## config.mk

```make
export PLATFORM = sky130hd
export DESIGN_NAME = dram_timing_ctrl_flat
export DESIGN_NICKNAME = d
export VERILOG_FILES = /design/src/rtl/dram_timing_ctrl_if.sv /design/src/rtl/dram_timing_ctrl.sv /design/src/flat_wrapper.sv
export SDC_FILE = /design/constraint.sdc
export NUM_CORES = 1
export LEC_CHECK = 0
export CORE_UTILIZATION = 25
export CTS_BUF_LIST = sky130_fd_sc_hd__clkbuf_8
export DETAILED_ROUTE_END_ITERATION = 7
export GPL_TIMING_DRIVEN = 1
export PLACE_DENSITY = 0.52
export SLEW_MARGIN = 20
export SYNTH_ARGS = -nofsm -noshare
export SYNTH_HDL_FRONTEND = slang
export SYNTH_SLANG_ARGS = --single-unit
```

## constraint.sdc

```tcl
create_clock -name clk -period 3.11 [get_ports clk]
set_input_delay 0.311 -clock clk [delete_from_list [all_inputs] [get_ports clk]]
set_output_delay 0.311 -clock clk [all_outputs]
set_load 0.03 [all_outputs]
```

## src/rtl/dram_timing_ctrl_if.sv

```systemverilog
// Bus bundle between the Z80 side and the DRAM timing controller.
// master drives strobes/selects; slave drives the DRAM strobes back.
interface dram_timing_ctrl_if #(
  parameter int BANKS = 2
);
  logic             nmreq;
  logic             nrfshd;
  logic [BANKS-1:0] nsltsl;
  logic [BANKS-1:0] nras;
  logic             mux;
  logic             ncas;
  logic             nwait;
  logic             busy;

  modport master (
    output nmreq,
    output nrfshd,
    output nsltsl,
    input  nras,
    input  mux,
    input  ncas,
    input  nwait,
    input  busy
  );

  modport slave (
    input  nmreq,
    input  nrfshd,
    input  nsltsl,
    output nras,
    output mux,
    output ncas,
    output nwait,
    output busy
  );
endinterface

```

## src/rtl/dram_timing_ctrl.sv

```systemverilog
// RAS -> MUX -> CAS sequencer with RAS-only refresh and precharge.
// Optional Z80 wait generation is enabled by defining DRAM_WAIT_EN.
module dram_timing_ctrl #(
  parameter int BANKS     = 2,
  parameter int MUX_DELAY = 1,
  parameter int CAS_DELAY = 1,
  parameter int PRECHARGE = 2
) (
  input logic          clk,
  input logic          nreset,
  dram_timing_ctrl_if.slave bus
);

  localparam int MD = (MUX_DELAY > CAS_DELAY)
                    ? MUX_DELAY : CAS_DELAY;
  localparam int MAXD = (MD > PRECHARGE)
                      ? MD : PRECHARGE;
  localparam int CW = $clog2(MAXD + 1);

  localparam logic [CW-1:0] LD_MUX = CW'(MUX_DELAY);
  localparam logic [CW-1:0] LD_CAS = CW'(CAS_DELAY);
  localparam logic [CW-1:0] LD_PRE = CW'(PRECHARGE);
  localparam logic [CW-1:0] ONE    = CW'(1);

`ifdef DRAM_WAIT_EN
  localparam logic WAIT_ON = 1'b1;
`else
  localparam logic WAIT_ON = 1'b0;
`endif

  typedef enum logic [2:0] {
    S_IDLE,
    S_RFSH,
    S_RAS,
    S_MUXD,
    S_CAS,
    S_PRE
  } state_t;

  state_t           state_q;
  logic [CW-1:0]    cnt_q;
  logic [BANKS-1:0] nras_q;
  logic             mux_q;
  logic             ncas_q;
  logic             nwait_q;
  logic             busy_q;

  logic [BANKS-1:0] sel_oh;
  logic             sel_any;
  logic             req;
  logic             rfsh_req;
  logic             acc_req;
  logic             cnt_end;
  logic             active;

  // Lowest-index active select wins.
  always_comb begin
    sel_oh  = '0;
    sel_any = 1'b0;
    for (int i = BANKS - 1; i >= 0; i--) begin
      if (!bus.nsltsl[i]) begin
        sel_oh    = '0;
        sel_oh[i] = 1'b1;
        sel_any   = 1'b1;
      end
    end
  end

  assign req      = !bus.nmreq;
  assign rfsh_req = req && !bus.nrfshd;
  assign acc_req  = req && bus.nrfshd && sel_any;
  assign cnt_end  = (cnt_q == ONE);
  assign active   = (state_q == S_RFSH) ||
                    (state_q == S_RAS)  ||
                    (state_q == S_MUXD) ||
                    (state_q == S_CAS);

  always_ff @(posedge clk or negedge nreset) begin
    if (!nreset) begin
      state_q <= S_IDLE;
      cnt_q   <= '0;
      nras_q  <= '1;
      mux_q   <= 1'b0;
      ncas_q  <= 1'b1;
      nwait_q <= 1'b1;
      busy_q  <= 1'b0;
    end else if (active && !req) begin
      // Normal end and early abort share one release path.
      state_q <= S_PRE;
      cnt_q   <= LD_PRE;
      nras_q  <= '1;
      mux_q   <= 1'b0;
      ncas_q  <= 1'b1;
      nwait_q <= 1'b1;
      busy_q  <= 1'b1;
    end else begin
      unique case (state_q)
        S_IDLE: begin
          if (rfsh_req) begin
            state_q <= S_RFSH;
            nras_q  <= '0;
            busy_q  <= 1'b1;
            nwait_q <= 1'b1;
          end else if (acc_req) begin
            state_q <= S_RAS;
            cnt_q   <= LD_MUX;
            nras_q  <= ~sel_oh;
            busy_q  <= 1'b1;
            nwait_q <= !WAIT_ON;
          end else begin
            nwait_q <= 1'b1;
          end
        end
        S_RFSH: begin
          state_q <= S_RFSH;
        end
        S_RAS: begin
          if (cnt_end) begin
            state_q <= S_MUXD;
            cnt_q   <= LD_CAS;
            mux_q   <= 1'b1;
          end else begin
            cnt_q <= cnt_q - ONE;
          end
        end
        S_MUXD: begin
          if (cnt_end) begin
            state_q <= S_CAS;
            ncas_q  <= 1'b0;
            nwait_q <= 1'b1;
          end else begin
            cnt_q <= cnt_q - ONE;
          end
        end
        S_CAS: begin
          state_q <= S_CAS;
        end
        S_PRE: begin
          nwait_q <= !(WAIT_ON && acc_req);
          if (cnt_end) begin
            state_q <= S_IDLE;
            busy_q  <= 1'b0;
          end else begin
            cnt_q <= cnt_q - ONE;
          end
        end
        default: begin
          state_q <= S_IDLE;
          cnt_q   <= '0;
          nras_q  <= '1;
          mux_q   <= 1'b0;
          ncas_q  <= 1'b1;
          nwait_q <= 1'b1;
          busy_q  <= 1'b0;
        end
      endcase
    end
  end

  assign bus.nras  = nras_q;
  assign bus.mux   = mux_q;
  assign bus.ncas  = ncas_q;
  assign bus.nwait = nwait_q;
  assign bus.busy  = busy_q;

endmodule
```

## src/flat_wrapper.sv

```systemverilog
// flat-port wrapper written by rule: the top's interface ports become plain ports
module dram_timing_ctrl_flat 
#(
  parameter int BANKS     = 2,
  parameter int MUX_DELAY = 1,
  parameter int CAS_DELAY = 1,
  parameter int PRECHARGE = 2
)
  (clk, nreset, bus_nmreq, bus_nrfshd, bus_nsltsl, bus_nras, bus_mux, bus_ncas, bus_nwait, bus_busy);
  dram_timing_ctrl_if #(.BANKS(BANKS)) bus_i ();
  input logic clk;
  input logic nreset;
  input wire logic [$bits(bus_i.nmreq)-1:0] bus_nmreq;
  input wire logic [$bits(bus_i.nrfshd)-1:0] bus_nrfshd;
  input wire logic [$bits(bus_i.nsltsl)-1:0] bus_nsltsl;
  output wire logic [$bits(bus_i.nras)-1:0] bus_nras;
  output wire logic [$bits(bus_i.mux)-1:0] bus_mux;
  output wire logic [$bits(bus_i.ncas)-1:0] bus_ncas;
  output wire logic [$bits(bus_i.nwait)-1:0] bus_nwait;
  output wire logic [$bits(bus_i.busy)-1:0] bus_busy;
  assign bus_i.nmreq = bus_nmreq;
  assign bus_i.nrfshd = bus_nrfshd;
  assign bus_i.nsltsl = bus_nsltsl;
  assign bus_nras = bus_i.nras;
  assign bus_mux = bus_i.mux;
  assign bus_ncas = bus_i.ncas;
  assign bus_nwait = bus_i.nwait;
  assign bus_busy = bus_i.busy;
  dram_timing_ctrl #(.BANKS(BANKS), .MUX_DELAY(MUX_DELAY), .CAS_DELAY(CAS_DELAY), .PRECHARGE(PRECHARGE)) u_core (.clk(clk), .nreset(nreset), .bus(bus_i));
endmodule
```

==> metrics.txt <==
cells on worst reg2reg path 4; CTS buffer count 3; highest clock rate 494 MHz; Crit-path slowest cell clkdlybuf4s50_1; sequential area share after synthesis 31.8%; initial antenna violation count 0; share of cells above drive strength 1 12.9%; DR vias approximately 680; post-CTS setup buffers 0; Clock Skew 3.89 ps; core footprint 3050 um2; vias in the first global route roughly 600; CTS Hold Bufs 0; # port buffers 10; asr flop ratio synth 100%; post-synthesis cell count 96; period utilization about 65%; EDFF count, synth 0; final design utilization 31.1%; DP HPWL 1210 um; DRT Wirelength between 1500 and 2000 um; Finished Cell Area 948 um2; GRT Overall Usage between 10% and 20%; crit end category flip-flop; status completed; HP Class in -> async; layout filler cell count between 300 and 400; Slew @ Worst Pin approximately 660 ps; Rel. slew slack 56.0%; Critical Path RT 3230 ps; Die Ht around 60 um; Comb pwr share between 40% and 50%; Cell variety after synth 39; worst ir drop on vdd 0.247 mV; Setup Crit Path Kind in -> reg; DR iter-0 viols 11; Arr. time, crit path 2150 ps; power per cell area 999 nW/um2; Setup violations, final 0; # rows 20; largest net degree at the start of global routing 25; kind of start point of the critical path input pin; Post-DP Area 893 um2; post-CTS sizing 0; first-pass GRT wire length 2950 um; root buffer cell clkbuf_8; fin nets 110; Sequential Power Share 32.4%; yosys warns 0; cell area after synthesis ~800 um2; Starting Density 26.2%; Tmin final 2030 ps; worst slack, placed between 800 and 900 ps; TritonRoute pass-1 iters 3; clock group share of total power 17.9%; Clk pin slew, worst setup/hold paths 50 ps; grt total ovfl 0; Layout area overhead 18.6%; Setup TNS Final 0 ps; syn avg cell area 8.33 um2; Ant. Diodes 0; Synth Flop Type dfrtp_1; NetSw roughly 400 uW; wire length per cell 12.1 um; I/O pins 12; unrepaired setup endpoints after global routing no; synthesized flop and latch total 10; die area 3430 um2; CTS tree yes; Internal 541 uW; worst-path cell chain clkdlybuf4s50_1 > nand2b_4 > o41ai_1 > o32a_2 > mux2_4; Total Power 947 uW; PnR worst setup slack around 1100 ps; Die Span X 58.6 um; Sink Count 10; DRT antenna net count 0; Residual DRC 0; CP max FO 18; FF-to-FF Start u_core.state_q[2]$_DFFE_PN0P_; gp weighted congestion 0.802; max-cap check violation count 0; Worst path max stage delay 850 ps; fin. max-slew vios 0; Clock Tree Buf Depth 2; later-pin clock latency in the skew report around 240 ps; sw frac 42.9%; Pleak 0.376 nW; Worst setup startpoint bus_nmreq; Hold Fails Final Rpt 0; vias per cell 4.68; Syn Nets 104; H-tree depth 1
==> placed cells by master (no fill, tap or decap), drive strengths merged <==
cell	synthesis	final
nor3	3	3
and2	1	1
o21ai	7	7
dfstp	3	3
nand3b	2	2
o211ai	1	1
or2	2	2
dfrtp	7	7
a21oi	9	9
conb	1	1
mux2	2	2
o31a	1	1
or3	1	1
clkdlybuf4s50	0	10
ha	2	2
mux2i	1	1
a22o	2	2
a31oi	2	2
nor2b	2	2
a22oi	1	1
a2bb2oi	2	2
nand2	8	8
o41ai	1	1
o21ba	1	1
a21o	1	1
nand2b	5	5
o22ai	5	5
o32a	1	1
nor2	9	9
a32oi	1	1
clkbuf	1	4
inv	3	3
==> Yosys cell counts (3+ instances only) <==
master / n / area, um2
a21oi_1: 9 / 45.0
nor2_1: 9 / 33.8
nand2_1: 8 / 30.0
dfrtp_1: 7 / 175
o22ai_1: 5 / 31.3
buf_2: 4 / 20.0
nand2b_1: 4 / 25.0
o21ai_0: 4 / 20.0
dfstp_2: 3 / 78.8
nor3_1: 3 / 15.0
==> logic make-up (layout without fill, tap and decap cells) <==
kind of cell	Yosys count	in the layout	share of synthesized area, %
and+or+nand+nor	33	33	21.3
buffers and inverters	12	17	9.08
adders and majority gates	2	2	3.13
muxes	3	3	4.54
DFF	10	10	31.8
AOI/OAI and AO/OA	35	35	29.7
other	1	1	0.469
==> worst max-delay path, delay by kind of cell <==
family          cells  cell delay [ps]
simple gates        1              250
mux                 1              300
compound gates      2              440
buf+inv             1              850
==> layer usage <==
layer | share of wire [%] | vias to the layer above | GRT usage (%)
met4 | 2.5 | 0 | 8.16
met5 | 0 | - | 0
met2 | 40 | 13 | 16.1
met1 | 53 | 308 | 16.6
met3 | 4.2 | 4 | 2.64
li1 | - | 353 | -
==> per-stage QoR <==
step                hold WS, ps  cells
global route                456    145
finish                      403    145
CTS                         424    145
floorplan                  15.4     96
detailed placement          514    141
global placement            504    141
==> power groups by stage <==
stage                     Sequential [mW]  Clock, mW  Combinational (mW)
after floorplan                     0.275          0               0.413
after global routing                0.324      0.181               0.525
final                               0.307      0.169               0.471
after global placement              0.303          0               0.469
after detailed placement            0.308          0               0.473
after CTS                           0.305      0.175               0.476
==> flip-flops by register name, indices dropped and copies added (netlist names) <==
signal / flops
u_core.bus.mux: 1
u_core.bus.nras: 2
u_core.bus.ncas: 1
u_core.state_q: 3
u_core.cnt_q: 2
u_core.bus.busy: 1
==> area by class of cell <==
type / count / area (um2) / area share (%)
timing repair buffer: 10 / 100 / 10.6
inverter: 3 / 11.3 / 1.19
clock buffer: 4 / 55.1 / 5.80
multi-input combinational: 74 / 473 / 49.9
tap: 44 / 55.1 / 5.80
sequential: 10 / 254 / 26.8
==> worst paths after layout <==
check                                                    to  slack (ps)
worst max-delay path            u_core.cnt_q[0]$_DFFE_PN0P_        1080
worst min-delay path            u_core.cnt_q[1]$_DFFE_PN0P_         400
worst max register to register  u_core.cnt_q[0]$_DFFE_PN0P_        1280
worst min register to register  u_core.bus.ncas$_DFFE_PN1P_         520
max in group asynchronous       u_core.bus.ncas$_DFFE_PN1P_        2350
min in group clk                u_core.bus.ncas$_DFFE_PN1P_         520
Power figures use the tool's default switching activity.
